## src/rtl/bp_perf_pkg.sv

```systemverilog
// Shared types and elaboration helpers for the branch-prediction performance
// monitor.
//   state_e     : IDLE / COUNT run state
//   clog2_min1  : $clog2 that never returns less than 1 (for select/pointer widths)
//   win_w/sel_w : widths derived from WINDOW and NUM_CH
//   sat_inc     : increment that sticks at a caller-supplied ceiling
package bp_perf_pkg;

  typedef enum logic {
    IDLE  = 1'b0,
    COUNT = 1'b1
  } state_e;

  function automatic int clog2_min1(input int n);
    return (n > 2) ? $clog2(n) : 1;
  endfunction

  // Window miss fields must be able to hold the value WINDOW itself.
  function automatic int win_w(input int window);
    return $clog2(window + 1);
  endfunction

  function automatic int sel_w(input int num_ch);
    return clog2_min1(num_ch);
  endfunction

  // Callers zero-extend into 64 bits and truncate the result back to their
  // own width, so one function serves every counter width up to 63 bits.
  function automatic logic [63:0] sat_inc(input logic [63:0] val,
                                          input logic [63:0] max_val);
    return (val >= max_val) ? val : val + 64'd1;
  endfunction

endpackage

```

## src/rtl/bp_perf_monitor_if.sv

```systemverilog
// Window-record drain port of the performance monitor.
//   win_vld  : head record valid (monitor -> consumer)
//   win_rdy  : consumer accepts head (consumer -> monitor)
//   win_data : NUM_CH packed miss counts, channel 0 in the LSBs
//   win_ovf  : sticky flag, a record was dropped because the FIFO was full
// The monitor uses the master modport, the consumer the slave modport.
interface bp_perf_monitor_if
  import bp_perf_pkg::*;
#(
  parameter int NUM_CH = 4,
  parameter int WINDOW = 256
);
  localparam int WIN_W = win_w(WINDOW);

  logic                    win_vld;
  logic                    win_rdy;
  logic [NUM_CH*WIN_W-1:0] win_data;
  logic                    win_ovf;

  modport master (output win_vld, output win_data, output win_ovf, input win_rdy);
  modport slave  (input win_vld, input win_data, input win_ovf, output win_rdy);

endinterface

```

## src/rtl/bp_perf_fifo.sv

```systemverilog
// Small synchronous FIFO holding closed window records.
//   clk, rst   : clock, synchronous active-high reset
//   clr        : synchronous flush (pointers and occupancy to 0)
//   push/pop   : write / read strobes; pop on empty is ignored, push on full
//                is accepted only when a pop frees a slot in the same cycle
//   push_data  : record written on push
//   head_data  : oldest record, forced to 0 while empty
//   full/empty : occupancy flags
// DEPTH must be a power of two so the pointers wrap naturally.
module bp_perf_fifo
  import bp_perf_pkg::*;
#(
  parameter int WIDTH = 16,
  parameter int DEPTH = 4
) (
  input  logic             clk,
  input  logic             rst,
  input  logic             clr,
  input  logic             push,
  input  logic [WIDTH-1:0] push_data,
  input  logic             pop,
  output logic [WIDTH-1:0] head_data,
  output logic             full,
  output logic             empty
);

  localparam int PTR_W = clog2_min1(DEPTH);
  localparam int OCC_W = $clog2(DEPTH + 1);

  logic [WIDTH-1:0] mem [DEPTH];
  logic [PTR_W-1:0] wr_ptr;
  logic [PTR_W-1:0] rd_ptr;
  logic [OCC_W-1:0] occ;
  logic             do_push;
  logic             do_pop;

  assign empty   = (occ == '0);
  assign full    = (occ == OCC_W'(DEPTH));
  assign do_pop  = pop && !empty;
  assign do_push = push && (!full || do_pop);

  // Storage is never reset, so hide whatever it holds while nothing is queued.
  assign head_data = empty ? '0 : mem[rd_ptr];

  always_ff @(posedge clk) begin
    if (rst || clr) begin
      wr_ptr <= '0;
      rd_ptr <= '0;
      occ    <= '0;
    end else begin
      if (do_push) wr_ptr <= wr_ptr + PTR_W'(1);
      if (do_pop)  rd_ptr <= rd_ptr + PTR_W'(1);
      case ({do_push, do_pop})
        2'b10:   occ <= occ + OCC_W'(1);
        2'b01:   occ <= occ - OCC_W'(1);
        default: occ <= occ;
      endcase
    end
  end

  always_ff @(posedge clk) begin
    if (do_push && !clr && !rst) mem[wr_ptr] <= push_data;
  end

endmodule

```

## src/rtl/bp_perf_monitor.sv

```systemverilog
// Branch-prediction performance monitor.
// Counts retired instructions plus per-channel branches and mispredictions for
// NUM_CH predictors in parallel, closes a window every WINDOW instructions and
// queues that window's per-channel miss counts for a valid/ready consumer.
//   clk_i, rst_i         : clock, synchronous active-high reset
//   start_i/stop_i       : enter / leave COUNT (both together: hold)
//   clear_i              : zero counters, window state, FIFO and overflow flag
//   instr_vld_i          : one instruction retired this cycle
//   br_instr_i/br_miss_i : per-channel branch retired / mispredicted
//   sel_i                : readback channel select (registered, 1-cycle latency)
//   instr_cnt_o          : cumulative retired instructions
//   br_cnt_o/miss_cnt_o  : cumulative branches / misses of the selected channel
//   active_o             : monitor is in COUNT
//   win_if               : window-record drain port (master side)
module bp_perf_monitor
  import bp_perf_pkg::*;
#(
  parameter int  NUM_CH     = 4,
  parameter int  CNT_W      = 32,
  parameter int  WINDOW     = 256,
  parameter int  HIST_DEPTH = 4,
  localparam int SEL_W      = sel_w(NUM_CH),
  localparam int WIN_W      = win_w(WINDOW)
) (
  input  logic                     clk_i,
  input  logic                     rst_i,
  input  logic                     start_i,
  input  logic                     stop_i,
  input  logic                     clear_i,
  input  logic                     instr_vld_i,
  input  logic [NUM_CH-1:0]        br_instr_i,
  input  logic [NUM_CH-1:0]        br_miss_i,
  input  logic [SEL_W-1:0]         sel_i,
  output logic [CNT_W-1:0]         instr_cnt_o,
  output logic [CNT_W-1:0]         br_cnt_o,
  output logic [CNT_W-1:0]         miss_cnt_o,
  output logic                     active_o,
  bp_perf_monitor_if.master        win_if
);

  localparam logic [63:0] CNT_MAX = (64'd1 << CNT_W) - 64'd1;
  localparam logic [63:0] WIN_MAX = 64'(WINDOW);

  state_e                  state;
  logic                    cnt_en;
  logic                    win_close;
  logic                    win_pop;
  logic                    win_ovf;
  logic                    fifo_full;
  logic                    fifo_empty;
  logic                    sel_ok;
  logic [WIN_W-1:0]        win_cnt;
  logic [NUM_CH*WIN_W-1:0] win_rec;
  logic [NUM_CH*WIN_W-1:0] fifo_head;
  logic [CNT_W-1:0]        br_cnt_arr   [NUM_CH];
  logic [CNT_W-1:0]        miss_cnt_arr [NUM_CH];

  // The stop_i cycle is still in COUNT and so still counts; the start_i cycle
  // is still in IDLE and does not.
  assign cnt_en    = (state == COUNT);
  assign active_o  = cnt_en;
  assign win_close = cnt_en && instr_vld_i && (win_cnt == WIN_W'(WINDOW - 1));
  assign win_pop   = !fifo_empty && win_if.win_rdy;
  assign sel_ok    = (int'(sel_i) < NUM_CH);

  always_ff @(posedge clk_i) begin
    if (rst_i) begin
      state <= IDLE;
    end else begin
      case (state)
        IDLE:    if (start_i && !stop_i) state <= COUNT;
        COUNT:   if (stop_i && !start_i) state <= IDLE;
        default: state <= IDLE;
      endcase
    end
  end

  always_ff @(posedge clk_i) begin
    if (rst_i || clear_i) begin
      instr_cnt_o <= '0;
      win_cnt     <= '0;
    end else if (cnt_en && instr_vld_i) begin
      instr_cnt_o <= CNT_W'(sat_inc(64'(instr_cnt_o), CNT_MAX));
      win_cnt     <= win_close ? '0 : win_cnt + WIN_W'(1);
    end
  end

  for (genvar c = 0; c < NUM_CH; c++) begin : g_ch
    logic             br_hit;
    logic             miss_hit;
    logic [CNT_W-1:0] br_cnt;
    logic [CNT_W-1:0] miss_cnt;
    logic [WIN_W-1:0] win_miss;
    logic [WIN_W-1:0] win_miss_nxt;

    assign br_hit   = cnt_en && br_instr_i[c];
    assign miss_hit = br_hit && br_miss_i[c];

    // Includes this cycle's miss so the closing instruction lands in its own
    // window's record.
    assign win_miss_nxt = miss_hit ? WIN_W'(sat_inc(64'(win_miss), WIN_MAX)) : win_miss;

    always_ff @(posedge clk_i) begin
      if (rst_i || clear_i) begin
        br_cnt   <= '0;
        miss_cnt <= '0;
        win_miss <= '0;
      end else begin
        if (br_hit)   br_cnt   <= CNT_W'(sat_inc(64'(br_cnt), CNT_MAX));
        if (miss_hit) miss_cnt <= CNT_W'(sat_inc(64'(miss_cnt), CNT_MAX));
        win_miss <= win_close ? '0 : win_miss_nxt;
      end
    end

    assign br_cnt_arr[c]                = br_cnt;
    assign miss_cnt_arr[c]              = miss_cnt;
    assign win_rec[c*WIN_W +: WIN_W]    = win_miss_nxt;
  end

  // Readback register stage: outputs reflect sel_i from the previous cycle.
  always_ff @(posedge clk_i) begin
    if (rst_i || clear_i || !sel_ok) begin
      br_cnt_o   <= '0;
      miss_cnt_o <= '0;
    end else begin
      br_cnt_o   <= br_cnt_arr[sel_i];
      miss_cnt_o <= miss_cnt_arr[sel_i];
    end
  end

  bp_perf_fifo #(
    .WIDTH (NUM_CH * WIN_W),
    .DEPTH (HIST_DEPTH)
  ) u_fifo (
    .clk       (clk_i),
    .rst       (rst_i),
    .clr       (clear_i),
    .push      (win_close),
    .push_data (win_rec),
    .pop       (win_pop),
    .head_data (fifo_head),
    .full      (fifo_full),
    .empty     (fifo_empty)
  );

  // A same-cycle pop frees the slot, so a close on a full FIFO is only lost
  // when the consumer is not draining.
  always_ff @(posedge clk_i) begin
    if (rst_i || clear_i) begin
      win_ovf <= 1'b0;
    end else if (win_close && fifo_full && !win_pop) begin
      win_ovf <= 1'b1;
    end
  end

  assign win_if.win_vld  = !fifo_empty;
  assign win_if.win_data = fifo_head;
  assign win_if.win_ovf  = win_ovf;

endmodule

```

## src/flat_wrapper.sv

```systemverilog
// flat-port wrapper written by rule: the top's interface ports become plain ports
module bp_perf_monitor_flat import bp_perf_pkg::*;
#(
  parameter int  NUM_CH     = 4,
  parameter int  CNT_W      = 32,
  parameter int  WINDOW     = 256,
  parameter int  HIST_DEPTH = 4,
  localparam int SEL_W      = sel_w(NUM_CH),
  localparam int WIN_W      = win_w(WINDOW)
)
  (clk_i, rst_i, start_i, stop_i, clear_i, instr_vld_i, br_instr_i, br_miss_i, sel_i, instr_cnt_o, br_cnt_o, miss_cnt_o, active_o, win_if_win_vld, win_if_win_data, win_if_win_ovf, win_if_win_rdy);
  bp_perf_monitor_if #(.NUM_CH(NUM_CH), .WINDOW(WINDOW)) win_if_i ();
  input  logic clk_i;
  input  logic rst_i;
  input  logic start_i;
  input  logic stop_i;
  input  logic clear_i;
  input  logic instr_vld_i;
  input  logic [NUM_CH-1:0] br_instr_i;
  input  logic [NUM_CH-1:0] br_miss_i;
  input  logic [SEL_W-1:0] sel_i;
  output logic [CNT_W-1:0] instr_cnt_o;
  output logic [CNT_W-1:0] br_cnt_o;
  output logic [CNT_W-1:0] miss_cnt_o;
  output logic active_o;
  output wire logic [$bits(win_if_i.win_vld)-1:0] win_if_win_vld;
  output wire logic [$bits(win_if_i.win_data)-1:0] win_if_win_data;
  output wire logic [$bits(win_if_i.win_ovf)-1:0] win_if_win_ovf;
  input wire logic [$bits(win_if_i.win_rdy)-1:0] win_if_win_rdy;
  assign win_if_win_vld = win_if_i.win_vld;
  assign win_if_win_data = win_if_i.win_data;
  assign win_if_win_ovf = win_if_i.win_ovf;
  assign win_if_i.win_rdy = win_if_win_rdy;
  bp_perf_monitor #(.NUM_CH(NUM_CH), .CNT_W(CNT_W), .WINDOW(WINDOW), .HIST_DEPTH(HIST_DEPTH)) u_core (.clk_i(clk_i), .rst_i(rst_i), .start_i(start_i), .stop_i(stop_i), .clear_i(clear_i), .instr_vld_i(instr_vld_i), .br_instr_i(br_instr_i), .br_miss_i(br_miss_i), .sel_i(sel_i), .instr_cnt_o(instr_cnt_o), .br_cnt_o(br_cnt_o), .miss_cnt_o(miss_cnt_o), .active_o(active_o), .win_if(win_if_i));
endmodule
```

## config.mk

```make
export PLATFORM = sky130hd
export DESIGN_NAME = bp_perf_monitor_flat
export DESIGN_NICKNAME = d
export VERILOG_FILES = /design/src/rtl/bp_perf_pkg.sv /design/src/rtl/bp_perf_monitor_if.sv /design/src/rtl/bp_perf_fifo.sv /design/src/rtl/bp_perf_monitor.sv /design/src/flat_wrapper.sv
export SDC_FILE = /design/constraint.sdc
export NUM_CORES = 1
export LEC_CHECK = 0
export ABC_AREA = 1
export CELL_PAD_IN_SITES_DETAIL_PLACEMENT = 1
export CELL_PAD_IN_SITES_GLOBAL_PLACEMENT = 1
export CORE_ASPECT_RATIO = 0.9
export CORE_MARGIN = 2
export CORE_UTILIZATION = 47
export DETAILED_ROUTE_END_ITERATION = 16
export PLACE_DENSITY = 0.93
export SLEW_MARGIN = 15
export SYNTH_ARGS = -nofsm -noshare
export SYNTH_HDL_FRONTEND = slang
export SYNTH_SLANG_ARGS = --single-unit
```

## constraint.sdc

```tcl
create_clock -name clk_i -period 5.7 [get_ports clk_i]
set_input_delay 1.14 -clock clk_i [delete_from_list [all_inputs] [get_ports clk_i]]
set_output_delay 1.14 -clock clk_i [all_outputs]
set_load 0.05 [all_outputs]
```

Word-level counts from Yosys, hierarchy flattened
Memories as Yosys holds them, arrays and structs flattened. A register that Yosys moved wholly into a read port is not among the register bits.
Cells that the tools add are included.
{ "word_totals": {"inputBits": 17, "ramBits": 144, "reg_bits": 406, "word_cells": 133, "n_memories": 1, "output_inout_bits": 135} }
{ "mem_list": {"columns": ["name", "depth", "width", "read_ports", "rd_ports_with_merged_regs", "write_ports", "line_no", "text"], "rows": [
  ["u_core.u_fifo.mem", 4, 36, 1, 1, 1, "bp_perf_fifo.sv:30", "logic [WIDTH-1:0] mem [DEPTH];"]
]} }
{ "classes": {"n_addsub": 18, "n_reduce_logical": 40, "muxes": 24, "eq_ne": 4, "bitwise_logic": 11, "n_lt_le_gt_ge": 14} }
{ "op_table": {"columns": ["cell", "n"], "rows": [
  ["adder 32 x 1 -> 32 bit, second input constant", 9],
  [">= comparator 32 bit, second input constant", 9],
  ["binary-select mux 32 bit (select 2 bit)", 2],
  ["2-to-1 mux 32 bit", 4],
  ["2-to-1 mux 9 bit", 9],
  ["adder 9 x 1 -> 9 bit, second input constant", 5],
  [">= comparator 9 bit, second input constant", 4],
  ["2-to-1 mux 36 bit", 1],
  ["logical AND 1 bit", 19],
  ["AND reduction 2 bit", 9],
  ["NOT 1 bit", 10],
  ["== test 9 x 8 -> 1 bit, second input constant", 1],
  ["logical NOT 1 bit", 7],
  ["case mux 3 bit (2 select lines)", 1],
  ["adder 2 x 1 -> 2 bit, second input constant", 2],
  ["2-to-1 mux 1 bit", 4],
  ["2-to-1 mux 2 bit", 2],
  ["adder 3 x 1 -> 3 bit, second input constant", 1],
  ["== test 3 bit, second input constant", 1],
  [">= comparator 3 bit, second input constant", 1],
  ["logical NOT 3 bit", 1],
  ["NOT 2 -> 3 bit", 1],
  ["subtractor 3 x 1 -> 3 bit, second input constant", 1],
  ["== test 2 x 1 -> 1 bit, second input constant", 1],
  ["other kinds (5)", 6]
]} }

Longest topological paths before layout
{ "depth": {"word_depth": 10, "depth_mapped": 16, "mapped_depth_nobuf": 16} }

By module
A second synthesis with hierarchy kept.
{ "hier_totals": {"hier_cells": 4287, "area_unflattened_um2": 29376.9} }
{ "by_module_without_submodules": {"columns": ["module", "seq_area_each_um2", "cells_each", "area_each_um2", "n_inst"], "rows": [
  ["bp_perf_monitor", 7987.7, 3788, 23209.8, 1],
  ["bp_perf_fifo", 4504.3, 499, 6167.2, 1]
]} }

Least setup slack after synthesis
No wires, ideal clock.
{ "synth_timing": {"path_type": "input to register", "startpoint": "input port clear_i", "endpoint": "memory u_core.u_fifo.mem[0][0] (netlist bit), enable pin", "t_arrival_ns": 3.400, "path_slack_ns": 1.870, "required_time_ns": 5.271, "setup_time_ns": 0.429, "stages": 4, "path_buffers": 1, "cell_sequence": "nor2_1 clkbuf_1 nand3_1 nor2_1"} }
{ "synth_between": {"elab_chain_cells": 5} }
{ "synth_rtl": {"columns": ["item", "line_no", "text"], "rows": [
  ["from (decl)", "flat_wrapper.sv:17", "input logic clear_i;"],
  ["logical NOT 1 bit", "bp_perf_fifo.sv:62", "if (do_push && !clr && !rst) mem[wr_ptr] <= push_data;"],
  ["logical AND 1 bit (2 in series)", "bp_perf_fifo.sv:62", null],
  ["2-to-1 mux 1 bit", "bp_perf_fifo.sv:62", null],
  ["2-to-1 mux 1 bit (implied by the code)", "bp_perf_fifo.sv:62", null],
  ["to (decl)", "bp_perf_fifo.sv:30", null]
]} }
No other way between the ends.

Worst setup path in the final report
{ "layout_timing": {"startpoint": "register u_core.u_fifo.occ[0]", "endpoint": "output port win_if_win_data[2]"} }
{ "layout_between": {"elab_chain_cells": 2} }
{ "layout_rtl": {"columns": ["item", "line_no", "text"], "rows": [
  ["from (decl)", "bp_perf_fifo.sv:33", "logic [OCC_W-1:0] occ;"],
  ["from (signal assigned)", "bp_perf_fifo.sv:54", "2'b10: occ <= occ + OCC_W'(1);"],
  ["from (signal assigned)", "bp_perf_fifo.sv:55", "2'b01: occ <= occ - OCC_W'(1);"],
  ["logical NOT 3 bit", "bp_perf_fifo.sv:37", "assign empty = (occ == '0);"],
  ["2-to-1 mux 36 bit", "bp_perf_fifo.sv:43", "assign head_data = empty ? '0 : mem[rd_ptr];"],
  ["to (decl)", "flat_wrapper.sv:27", "output wire logic [$bits(win_if_i.win_data)-1:0] win_if_win_data;"]
]} }
No other way between the ends.

==> flow_summary.json <==
{
  "outcome": "finished, final reports clean",
  "fp-row-count": 87,
  "post-cts-setup-buffers": 0,
  "slew_viol_final": 0,
  "cts-root-buf": "clkbuf_16",
  "finalNetCount": 4541,
  "path_max_fanout": 36,
  "grt_max_degree": 119,
  "num_vias": 29700,
  "antenna_found_initial": 2,
  "design_area_um2": 34100,
  "cts_hold_buf": 0,
  "fillers": 8365,
  "avgSynthCellArea_um2": 6.79,
  "finalSetupTns_ns": 0,
  "leakagePower_uw": 0.0114,
  "synthMuxAreaShare_pct": 0,
  "ys_seq_elements": 552,
  "yosysSeqAreaShare_pct": 41.6,
  "syn_area_um2": 30000,
  "finish.utilization_pct": 54.2,
  "worstSetupEndpointType": "output port",
  "start_kind": "flip-flop",
  "place_hpwl_um": 71600,
  "synth_compound_area_share_pct": 11.9,
  "drt_iter0_drc": 2078,
  "synth_nets": 4463,
  "grt_pass1_vias": 30400,
  "yosys.area_share.simple_pct": 34.1,
  "wl_per_cell_um": 19.2,
  "startpoint": "u_core.u_fifo.occ[0]",
  "synth_ff_type": "dfxtp_1",
  "port_buffers": 151,
  "drc": 0,
  "worst_hold_startpoint": "u_core.u_fifo.rd_ptr[0]",
  "cp.required_ns": 4.56,
  "clk_pin_slew_worst_paths_ns": 0.06,
  "synth_edf_count": 144,
  "grt_pass1_wl_um": 164000,
  "initial_core_util_pct": 47.7,
  "gp_congestion": 0.909,
  "firstDrtPassIters": 5,
  "syn_to_final_growth_pct": 13.5,
  "io_pins": 152,
  "hold_viol": 0,
  "yosysWarnings": 0,
  "layout-drive-gt1-share_pct": 5.16,
  "cts_resized": 0,
  "maxCapViolCount": 0,
  "synthXorXnorAreaFrac_pct": 3.88,
  "cts-buffers-inserted": 60,
  "clock_insertion_delay_worst_skew_ns": 0.64,
  "syn_inst": 4422,
  "reg2reg_from": "u_core.active_o",
  "rsz0062_at_grt": "no",
  "postLayoutSetupSlackWorst_ns": 1.08,
  "vias_per_cell": 5.51,
  "postRouteAntennaNets": 0,
  "synth_top_family_by_area": "simple AND/OR/NAND/NOR gates",
  "critical_path_class": "reg -> out",
  "max_stage_delay_ns": 0.89,
  "dieArea_um2": 65900,
  "worstPathArrival_ns": 3.48,
  "register_area_um2": 12500,
  "grt_overflow": 0,
  "core_um2": 62900,
  "path_cells": "nor2_1, nand2_1, clkinv_1, a21oi_1, clkdlybuf4s50_1",
  "worst_ir_drop_vdd_uv": 262,
  "tightest_slew_ns": 1.15,
  "ys_types": 40,
  "max_slew_margin_pct": 23.1,
  "min_path_type": "reg -> reg",
  "cts_tree": "yes",
  "die_x_um": 270,
  "cts-htree-levels": 2,
  "layout_min_cycle_time_ns": 4.62,
  "multiInputGateArea_um2": 15300,
  "cp_slowest_cell": "clkinv_1",
  "synthAdderAreaFrac_pct": 1.03,
  "fmaxAchievable_mhz": 217,
  "yosysTopAreaCell": "dfxtp_1",
  "layout.cells.non_filler": 5397,
  "fin_skew_ns": 0.0375,
  "dp.cells": 5280,
  "die_height_um": 244,
  "setup-violations-final": 0,
  "grt_usage_pct": 30.7,
  "ys_top_cells_by_count": "1321 x nand2_1, 834 x nor2_1, 408 x dfxtp_1",
  "powerDensity_nw_per_um2": 252,
  "postPlaceCellArea_um2": 31900,
  "yosysMostFrequentCell": "nand2_1",
  "post-route-period-util_pct": 81.0,
  "cts_max_path_buffers": 3,
  "ys_top_cells_by_area": "dfxtp_1 27%, nand2_1 17%, edfxtp_1 14%",
  "cts.sinks": 552,
  "wirelength_um": 104000,
  "dp_slack_ns": 1.66,
  "synth_top_area_share_pct": 27.2,
  "async_flop_share_pct": 0
}
[worst max-delay path: cells and delay by family, from the launching register on]
| family | cells | cell delay [ns] |
|---|---|---|
| AO/OA/AOI/OAI | 1 | 0.53 |
| buffers and inverters | 2 | 1.77 |
| flip-flops | 1 | 0.36 |
| AND/OR/NAND/NOR | 2 | 0.20 |
[layout make-up]
cell class,count,share of cell area [%]
antenna,2,0.0147
clock buffer,79,4.94
clock inverter,33,1.21
inverter,376,4.19
multi-input combinational,3341,44.9
sequential,552,36.7
tap,845,3.10
timing repair buffer,169,4.96
[worst paths after layout]
| path | to | slack, ns | cells past startpoint |
|---|---|---|---|
| setup / recovery | win_if_win_data[2] | 1.08 | 5 |
| hold / removal | u_core.u_fifo.rd_ptr[0] | 0.50 | 1 |
| setup reg to reg | u_core.u_fifo.mem[2][29] | 2.38 | 4 |
| hold reg to reg | u_core.u_fifo.rd_ptr[0] | 0.50 | 1 |
[metal layers]
metal / routed length (um) / global-route usage (%) / vias up
li1: - / - / 14200
met1: 44800 / 38.9 / 14500
met2: 50100 / 53.5 / 740
met3: 4430 / 3.24 / 199
met4: 4170 / 12.2 / 0
met5: 0 / 0 / -
[registers in the layout, summed over array words and instances (netlist names), 9 cells and up, named ones only]
name and cells:
u_core.win_cnt 9, u_core.u_fifo.mem 144, u_core.miss_cnt_o 32, u_core.instr_cnt_o 32, u_core.g_ch.win_miss 36, u_core.g_ch.miss_cnt 128
u_core.g_ch.br_cnt 128, u_core.br_cnt_o 32
[layout by cell type, fill, tap and decap left out, types with 16 or more instances in the layout]
cell / instances
a21oi_1: 407
a21oi_2: 20
clkbuf_16: 62
clkdlybuf4s50_1: 149
clkinv_2: 16
dfxtp_1: 407
edfxtp_1: 144
ha_1: 23
inv_1: 358
nand2_1: 1321
nand2_2: 28
nand2_4: 16
nand3_1: 148
nand4_1: 61
nor2_1: 829
nor2_4: 25
nor3_1: 35
o21ai_0: 245
xnor2_1: 31
xor2_1: 102
[through the flow]
step	total power, uW	hold WS, ns
finish	8570	0.497
global route	8790	0.524
CTS	8620	0.481
detailed placement	4460	0.466
global placement	4450	0.456
floorplan	4340	0.436
[kinds of logic after synthesis]
group,after synthesis
AND/OR/NAND/NOR,2493
adder cells (fa/ha/maj),24
buffers and inverters,529
AO/OA/AOI/OAI,691
XOR/XNOR,133
flip-flops,552
[power by group]
group	switching (uW)	internal (uW)	leakage (uW)
registers	13.2	4020	0.00449
logic	272	80.0	0.00584
clock network	1710	2480	0.00103
No activity file was read; power rests on OpenSTA's default activity.
